## src/rtl/stepper_pkg.sv

```systemverilog
`default_nettype none
// ============================================================================
// Module  : stepper_pkg
// Purpose : Shared stepper-motor definitions: speed-code encoding (matches the
//           speed state machine), coil phase table and the 60/speed period
//           lookup in period units.
// Ports   : none (package)
// Rev     : 1.0  initial release
// ============================================================================
package stepper_pkg;

  // Speed codes as produced by the speed state machine; 0 and 7 both mean stop.
  typedef enum logic [2:0] {
    SPD_STOP = 3'd0,
    SPD_1    = 3'd1,
    SPD_2    = 3'd2,
    SPD_3    = 3'd3,
    SPD_4    = 3'd4,
    SPD_5    = 3'd5,
    SPD_6    = 3'd6,
    SPD_HALT = 3'd7
  } speed_e;

  // Period (in units) used when no valid speed is present.
  localparam int unsigned STOP_UNITS = 60;

  function automatic logic speed_valid(input logic [2:0] speed);
    return (speed >= 3'(SPD_1)) && (speed <= 3'(SPD_6));
  endfunction

  // 60/speed, in period units.
  function automatic logic [5:0] period_units(input logic [2:0] speed);
    logic [5:0] units;
    case (speed)
      3'(SPD_1): units = 6'd60;
      3'(SPD_2): units = 6'd30;
      3'(SPD_3): units = 6'd20;
      3'(SPD_4): units = 6'd15;
      3'(SPD_5): units = 6'd12;
      3'(SPD_6): units = 6'd10;
      default:   units = 6'(STOP_UNITS);
    endcase
    return units;
  endfunction

  // Coil pattern {A,B,C,D}; odd entries are the two-coil full-step states.
  function automatic logic [3:0] phase_coils(input logic [2:0] idx);
    logic [3:0] pat;
    case (idx)
      3'd0:    pat = 4'b1000;
      3'd1:    pat = 4'b1100;
      3'd2:    pat = 4'b0100;
      3'd3:    pat = 4'b0110;
      3'd4:    pat = 4'b0010;
      3'd5:    pat = 4'b0011;
      3'd6:    pat = 4'b0001;
      default: pat = 4'b1001;
    endcase
    return pat;
  endfunction

endpackage
`default_nettype wire

```

## src/rtl/step_timer.sv

```systemverilog
`default_nettype none
// ============================================================================
// Module  : step_timer
// Purpose : Step period counter. Counts running cycles and raises a one-cycle
//           combinational tick at the end of each period.
// Ports   : clk      - system clock
//           resetb   - asynchronous active-low reset
//           speed_i  - speed code (1..6 valid)
//           enable_i - run enable
//           tick_o   - step tick, valid in the cycle it is asserted
// Rev     : 1.0  initial release
// ============================================================================
module step_timer
  import stepper_pkg::*;
#(
  parameter int unsigned UNIT = 2
) (
  input  logic       clk,
  input  logic       resetb,
  input  logic [2:0] speed_i,
  input  logic       enable_i,
  output logic       tick_o
);

  localparam int unsigned CNT_W = $clog2(STOP_UNITS * UNIT + 1);

  logic             run_q;
  logic [CNT_W-1:0] cnt_q, cnt_d;
  logic [CNT_W-1:0] period_q, period_d;
  logic [CNT_W-1:0] period_new;
  logic [CNT_W-1:0] period_cur;
  logic             run;
  logic             tick;

  assign run        = enable_i && speed_valid(speed_i);
  assign period_new = CNT_W'(period_units(speed_i)) * CNT_W'(UNIT);

  // On the first running cycle the freshly selected period already governs
  // this count, so the first tick lands a full period after run starts.
  assign period_cur = (run && !run_q) ? period_new : period_q;
  assign tick       = run && (cnt_q == (period_cur - CNT_W'(1)));

  always_comb begin
    cnt_d    = cnt_q;
    period_d = period_q;
    if (!run) begin
      cnt_d = '0;
    end else begin
      cnt_d = tick ? '0 : cnt_q + CNT_W'(1);
      // Speed is only picked up at period boundaries or on run entry.
      if (tick || !run_q) begin
        period_d = period_new;
      end
    end
  end

  always_ff @(posedge clk or negedge resetb) begin
    if (!resetb) begin
      run_q    <= 1'b0;
      cnt_q    <= '0;
      period_q <= CNT_W'(STOP_UNITS * UNIT);
    end else begin
      run_q    <= run;
      cnt_q    <= cnt_d;
      period_q <= period_d;
    end
  end

  assign tick_o = tick;

endmodule
`default_nettype wire

```

## src/rtl/step_gen.sv

```systemverilog
`default_nettype none
// ============================================================================
// Module  : step_gen
// Purpose : Stepper-motor step generator. Advances the coil phase index and a
//           signed position counter on each timer tick, in half- or full-step
//           mode, forward or reverse.
// Ports   : clk        - system clock
//           resetb     - asynchronous active-low reset
//           curr_speed - speed code, 1..6 valid, 0/7 stop
//           enable     - 1 run, 0 stop and hold coils
//           dir        - 0 forward, 1 reverse
//           half_step  - 1 half-step (8 states), 0 two-coil full-step
//           coils      - registered coil pattern {A,B,C,D}
//           step_pulse - one-cycle pulse per executed step
//           position   - signed step count, two's complement
// Rev     : 1.0  initial release
// ============================================================================
module step_gen
  import stepper_pkg::*;
#(
  parameter int unsigned UNIT  = 2,
  parameter int unsigned POS_W = 16
) (
  input  logic             clk,
  input  logic             resetb,
  input  logic [2:0]       curr_speed,
  input  logic             enable,
  input  logic             dir,
  input  logic             half_step,
  output logic [3:0]       coils,
  output logic             step_pulse,
  output logic [POS_W-1:0] position
);

  logic             tick;
  logic [2:0]       index_q, index_d;
  logic [2:0]       delta;
  logic [3:0]       coils_q;
  logic             pulse_q;
  logic [POS_W-1:0] pos_q, pos_d;

  step_timer #(
    .UNIT (UNIT)
  ) u_timer (
    .clk      (clk),
    .resetb   (resetb),
    .speed_i  (curr_speed),
    .enable_i (enable),
    .tick_o   (tick)
  );

  // Full-step from an even (single-coil) index moves one slot to land on an
  // odd (two-coil) entry; afterwards it hops by two. Reverse uses the
  // modulo-8 complement of the forward delta.
  always_comb begin
    if (half_step || !index_q[0]) begin
      delta = dir ? 3'd7 : 3'd1;
    end else begin
      delta = dir ? 3'd6 : 3'd2;
    end
    index_d = tick ? index_q + delta : index_q;
    if (tick) begin
      pos_d = dir ? pos_q - POS_W'(1) : pos_q + POS_W'(1);
    end else begin
      pos_d = pos_q;
    end
  end

  always_ff @(posedge clk or negedge resetb) begin
    if (!resetb) begin
      index_q <= 3'd0;
      coils_q <= 4'b1000;
      pulse_q <= 1'b0;
      pos_q   <= '0;
    end else begin
      index_q <= index_d;
      coils_q <= phase_coils(index_d);
      pulse_q <= tick;
      pos_q   <= pos_d;
    end
  end

  assign coils      = coils_q;
  assign step_pulse = pulse_q;
  assign position   = pos_q;

endmodule
`default_nettype wire
```

## config.mk

```make
export PLATFORM = sky130hd
export DESIGN_NAME = step_gen
export DESIGN_NICKNAME = d
export VERILOG_FILES = /design/src/rtl/stepper_pkg.sv /design/src/rtl/step_timer.sv /design/src/rtl/step_gen.sv
export SDC_FILE = /design/constraint.sdc
export NUM_CORES = 1
export LEC_CHECK = 0
export ABC_AREA = 1
export CORE_ASPECT_RATIO = 2
export CORE_MARGIN = 5
export CORE_UTILIZATION = 44
export CTS_CLUSTER_SIZE = 40
export DETAILED_ROUTE_END_ITERATION = 12
export PLACE_DENSITY = 0.74
export SLEW_MARGIN = 40
export SYNTH_ARGS = -nofsm -noshare
export SYNTH_HDL_FRONTEND = slang
export SYNTH_SLANG_ARGS = --single-unit
```

## constraint.sdc

```tcl
create_clock -name clk -period 5.8 [get_ports clk]
set_input_delay 1.74 -clock clk [delete_from_list [all_inputs] [get_ports clk]]
set_output_delay 1.74 -clock clk [all_outputs]
set_load 0.01 [all_outputs]
```

==> impl_metrics.tcl, run 1 <==
set metrics [dict create \
    setup_viol 0 \
    drive_above_1_share_pct 9.72 \
    io_pins 29 \
    numCtsBuffers 5 \
    clkSinkCount 38 \
    synth_seq_area_share_pct 34.7 \
    run_status "complete, no violations" \
    yosys.area.top_type "dfrtp_1" \
    critical_path.max_fanout 32 \
    avgViaCountPerCell 5.21 \
    ant_nets 0 \
    r2r-start "u_timer.run_q" \
    worstPathArrival_ns 4.91 \
    netlist_top_cells_count "94 x nand2_1, 36 x inv_1, 33 x dfrtp_1, 32 x nor2_1, 22 x nand3_1" \
    p_total_w 0.000764 \
    p_leak_nw 1.62 \
    drv_cap 0 \
    layout_worst_path_cycle_share_pct 82.1 \
    hold_viol_final 0 \
    cts_tree "yes" \
    syn_area_per_cell_sq_um 7.61 \
    core_area_sq_um 6060 \
    grt_pass1_vias 2679 \
    tns_ns 0 \
    hold_buffers 0 \
    die_area_sq_um 8040 \
    worst_r2r_path_depth 14 \
    hold_path.startpoint "position[15]" \
    reg2reg_to "u_timer.period_q[1]" \
    period_needed_ns 4.76 \
    cts.htree.levels 2 \
    portBuffers 28 \
    initial_core_util_pct 45.5 \
    diodes 0 \
    cts_setup_buffers 0 \
    post_cts_resized 0 \
    synth-main-ff-cell "dfrtp_1" \
    synthArstFlopShare_pct 100 \
    yosys_warnings 0 \
    worstPathRequired_ns 5.95 \
    cp-end-kind "register" \
    slew_headroom_pct 67.2 \
    hpwlAfterDp_mm 5.07 \
    clock_path_buffers 2 \
    grt_max_degree 39 \
    r2r_slack_ns 2.63 \
    synth_edf_count 0 \
    drt_pre_antenna_iters 4 \
    worstSkewPairLatency_ns 0.28 \
    min_path_cells 1 \
    rsz0062_at_grt "no" \
    ir_drop_mv 0.257 \
    path_class "in2reg" \
    fin_nets 416 \
    die_w_microns 66.0 \
    synth.cell_area_sq_um 2760 \
    min-delay-path-class "reg2reg" \
    postSynthCellCount 362 \
    drv_slew 0 \
    grt-ovfl-total 0 \
    cts.clk_slew.worst_paths_ns 0.05 \
    drt-total-wl_mm 6.63 \
    grt_usage_pct 18.9 \
    timing.final.ws_setup_ns 1.04 \
    syn_nets 388 \
    avgRoutedWirePerCell_microns 14.0 \
    synth_top_area_share_pct 30.0 \
    die_h_microns 122 \
    synth_seq_cells 38 \
    fmax_ghz 0.210 \
    grt_pass1_wl_mm 11.7 \
    vias 2477 \
    final_util_pct 53.6 \
    hold_path_end "position[15]" \
    drt_iter0_drc 128 \
    cts_root_buffer "clkbuf_16" \
    place_congestion 0.943 \
    synth_cell_types 34 \
    worstMarginPinSlew_ns 0.491 \
    drc 0 \
    clock_skew_ns 0.00240 \
    synth.top_cells.by_area "dfrtp_1 30%, nand2_1 13%, ha_1 7.3%, inv_1 4.9%, dfstp_2 4.8%" \
    antenna_found_initial 0 \
    synth_most_common_cell "nand2_1" \
    setup.worst_path.start_class "input pin" \
    pre_cts_ws_ns 0.763 \
    powerDensity_nw_per_um2 235 \
    syn_to_final_growth_pct 17.7 \
    rows 40 \
]
==> power breakdown <==
part / switching, W / leakage (nW) / total, W / internal [W]
logic: 0.000106 / 1.04 / 0.000165 / 0.0000596
registers: 0.00000890 / 0.503 / 0.000291 / 0.000283
clock network: 0.000106 / 0.0836 / 0.000307 / 0.000201
==> routing by layer <==
| metal | track usage [%] | wire length (microns) |
|---|---|---|
| met5 | 0 | 0 |
| met4 | 12.1 | 331 |
| met3 | 3.32 | 206 |
| met2 | 34.7 | 3750 |
| met1 | 18.8 | 2340 |
==> per-stage QoR <==
| step | hold WS [ns] | instances | instance area, sq um |
|---|---|---|---|
| final | 0.478 | 475 | 3240 |
| after global routing | 0.496 | 475 | 3240 |
| after CTS | 0.480 | 475 | 3240 |
| after detailed placement | 0.464 | 467 | 3080 |
| after global placement | 0.466 | 467 | 3080 |
| after floorplan | 0.451 | 362 | 2760 |
==> layout make-up <==
| class | instances | area, sq um |
|---|---|---|
| clock buffer | 5 | 125 |
| timing repair buffer | 30 | 293 |
| sequential | 38 | 957 |
| clock inverter | 3 | 40.0 |
| fill | 565 | 2810 |
| inverter | 40 | 150 |
| multi-input combinational | 275 | 1570 |
| tap | 84 | 105 |
==> sequential cells by signal, indices dropped and copies added, names as in the netlist <==
signal,cells
coils,4
index_q,3
position,16
step_pulse,1
u_timer.cnt_q,7
u_timer.period_q,6
u_timer.run_q,1
==> cells in the final DEF, fill, tap and decap left out, types with 12 or more instances in the layout <==
master            n
dfrtp_1          33
inv_1            36
nand3_1          22
clkdlybuf4s50_1  27
nor2_1           32
nand2_1          94
o21ai_1          12
o21ai_0          15
nand4_1          15
a21oi_1          15
ha_1             16
==> critical path: stages <==
cell and delay [ns]:
clkdlybuf4s50_1 0.74, nand4_2 0.34, nand2_1 0.17, nand2_2 0.08, ha_1 0.31, xnor2_1 0.13, nor2_1 0.10, nand2_1 0.05
nor2_1 0.11, nand2_1 0.10, nor2_4 0.15, nand3_4 0.33, nand2_1 0.40, o21ai_0 0.14
==> worst max path at each step <==
| stage | slack [ns] | cells after the start | startpoint | endpoint |
|---|---|---|---|---|
| after floorplan | 2.03 | 18 | curr_speed[2] | position[4] |
| after global placement | 0.85 | 15 | enable | u_timer.period_q[3] |
| after detailed placement | 0.76 | 14 | enable | u_timer.period_q[1] |
| after CTS | 1.06 | 15 | enable | u_timer.period_q[3] |
| after global routing | 0.67 | 15 | enable | u_timer.period_q[3] |
| final | 1.04 | 14 | enable | u_timer.period_q[1] |
==> kinds of logic (layout without fill, tap and decap cells) <==
logic type / after synthesis / in the layout / share of synthesized area (%)
buffers and inverters: 49 / 78 / 8.22
AOI/OAI and AO/OA: 50 / 50 / 10.2
adders and majority gates: 18 / 18 / 8.72
xor gates and xnor gates: 20 / 20 / 6.36
muxes: 2 / 2 / 0.726
and+or+nand+nor: 185 / 185 / 31.1
DFF: 38 / 38 / 34.7
Power figures use the tool's default switching activity.
==> run 2: changes to the inputs <==
Clock period 5.8 ns to 4.75 ns, I/O delays scaled along.
==> impl_metrics.tcl, run 2 (same netlist as run 1, synthesis figures left out) <==
set metrics [dict create \
    grt-ovfl-total 0 \
    timing.final.ws_setup_ns 0.776 \
    placed_cells 472 \
    diodes 0 \
    worstSkewPairLatency_ns 0.28 \
    min-delay-path-class "reg2reg" \
    fmax_ghz 0.252 \
    final_cell_mix "94 x nand2_1, 36 x inv_1, 33 x dfrtp_1" \
    initial_core_util_pct 45.5 \
    run_status "complete, no violations" \
    grt_pass1_wl_mm 11.5 \
    drv_cap 0 \
    largest_reg_flops 16 \
    cp_common_cell "nand2_1" \
    setup.worst_path.start_class "input pin" \
    setup_viol 0 \
    rows 40 \
    portBuffers 28 \
    vias 2547 \
    drc 0 \
    period_needed_ns 3.97 \
    ir_drop_mv 0.255 \
    slowest_stage "clkdlybuf4s50_1" \
    p_leak_nw 1.65 \
    antenna_found_initial 0 \
    worstPathArrival_ns 4.18 \
    grt_pass1_vias 2671 \
    core_area_sq_um 6060 \
    die_area_sq_um 8040 \
    hpwlAfterDp_mm 5.12 \
    post_cts_resized 0 \
    drv_slew 0 \
    layout_commonest_cell "nand2_1" \
    cp-end-kind "register" \
    multiInputGateArea_sq_um 1570 \
    hold_viol_final 0 \
    die_w_microns 66.0 \
    path_class "in2reg" \
    slew_headroom_pct 66.9 \
    pre_cts_ws_ns 0.461 \
    fin_nets 421 \
    layout.cells.non_filler 480 \
    layout_worst_path_cycle_share_pct 83.7 \
    placed_area_sq_um 3130 \
    worstPathRequired_ns 4.96 \
    drt_pre_antenna_iters 4 \
    critical-path-max-stage-delay_ns 0.66 \
    hold_buffers 0 \
    tns_ns 0 \
    cts_tree "yes" \
    syn_to_final_growth_pct 19.7 \
    seqCellArea_sq_um 957 \
    grt_usage_pct 18.4 \
    grt_max_degree 21 \
    cts_setup_buffers 0 \
    final_util_pct 54.5 \
    rsz0062_at_grt "no" \
    clkSinkCount 38 \
    ant_nets 0 \
    cts_root_buffer "clkbuf_16" \
    avgRoutedWirePerCell_microns 13.7 \
    path_cells "clkdlybuf4s50_1 > nor2_1 > nand2_1 > nand4_2 > nand2_1 > nand2_2 > ha_1 > xnor2_1 > nor2_1 > nand2_1 > nor2_1 > nand2_1 > nor2_4 > nand3_4 > nand2_1 > nor2_1 > a21oi_1" \
    place_congestion 0.919 \
    die_h_microns 122 \
    n_fill_cell 557 \
    io_pins 29 \
    fin_area_sq_um 3300 \
    worstMarginPinSlew_ns 0.497 \
    powerDensity_nw_per_um2 281 \
    drt_iter0_drc 138 \
    numCtsBuffers 5 \
    drt-total-wl_mm 6.60 \
    cts.clk_slew.worst_paths_ns 0.06 \
    clock_path_buffers 2 \
    cts.htree.levels 2 \
    drive_above_1_share_pct 10.9 \
    avgViaCountPerCell 5.31 \
    critical_path.max_fanout 12 \
    clock_skew_ns 0.00170 \
]
-- run 2: cell types whose count changed in the layout (fill, tap and decap cells not counted) --
cell | previous run | this run
clkbuf_8 | 0 | 3
buf_2 | 0 | 1
bufinv_16 | 1 | 0
buf_16 | 0 | 1
buf_4 | 3 | 6
clkinv_2 | 2 | 0
-- run 2: cell type report --
cell class | count | share of cell area (%)
Multi-Input combinational cell | 275 | 47.7
Sequential cell | 38 | 29.0
Timing Repair Buffer | 35 | 10.5
Clock buffer | 8 | 5.04
Inverter | 40 | 4.55
Tap cell | 84 | 3.19
-- run 2: routing by layer --
metal | share of wire, % | vias to the layer above | routed length (microns) | GRT usage [%]
met5 | 0 | - | 0 | 0
met4 | 6.4 | 0 | 420 | 13.6
met3 | 3.1 | 32 | 202 | 2.95
met2 | 55 | 65 | 3610 | 33.4
met1 | 36 | 1198 | 2360 | 17.8
li1 | - | 1252 | - | -
-- run 2: per-stage QoR --
stage / hold slack (ns) / total power [W]
2_1_floorplan: 0.451 / 0.000503
3_3_place_gp: 0.462 / 0.000561
3_5_place_dp: 0.465 / 0.000567
4_1_cts: 0.480 / 0.000938
5_1_grt: 0.522 / 0.000980
6_report: 0.481 / 0.000929
-- run 2: worst paths after layout --
| check | endpoint | depth (start not counted) | start | slack, ns |
|---|---|---|---|---|
| worst max-delay path | u_timer.period_q[3] | 17 | curr_speed[2] | 0.78 |
| worst min-delay path | position[15] | 1 | position[15] | 0.48 |
| worst max register to register | u_timer.period_q[3] | 15 | u_timer.run_q | 2.04 |
| worst min register to register | position[15] | 1 | position[15] | 0.48 |
| max in group asynchronous | u_timer.period_q[6] | 2 | resetb | 3.11 |
| min in group asynchronous | position[3] | 1 | resetb | 1.10 |
-- run 2: critical path, delay by kind of cell --
| kind | cells | cell delay (ns) |
|---|---|---|
| buf+inv | 1 | 0.66 |
| simple gates | 13 | 1.53 |
| xor+xnor | 1 | 0.12 |
| compound gates | 1 | 0.13 |
| fa+ha+maj | 1 | 0.31 |
-- run 2: power by group --
group          leakage (nW)  total (W)  switching [W]  internal, W
registers             0.503   0.000356      0.0000109     0.000345
clock network        0.0832   0.000366       0.000129     0.000238
logic                  1.07   0.000206       0.000130    0.0000762
total                  1.65   0.000929       0.000270     0.000659
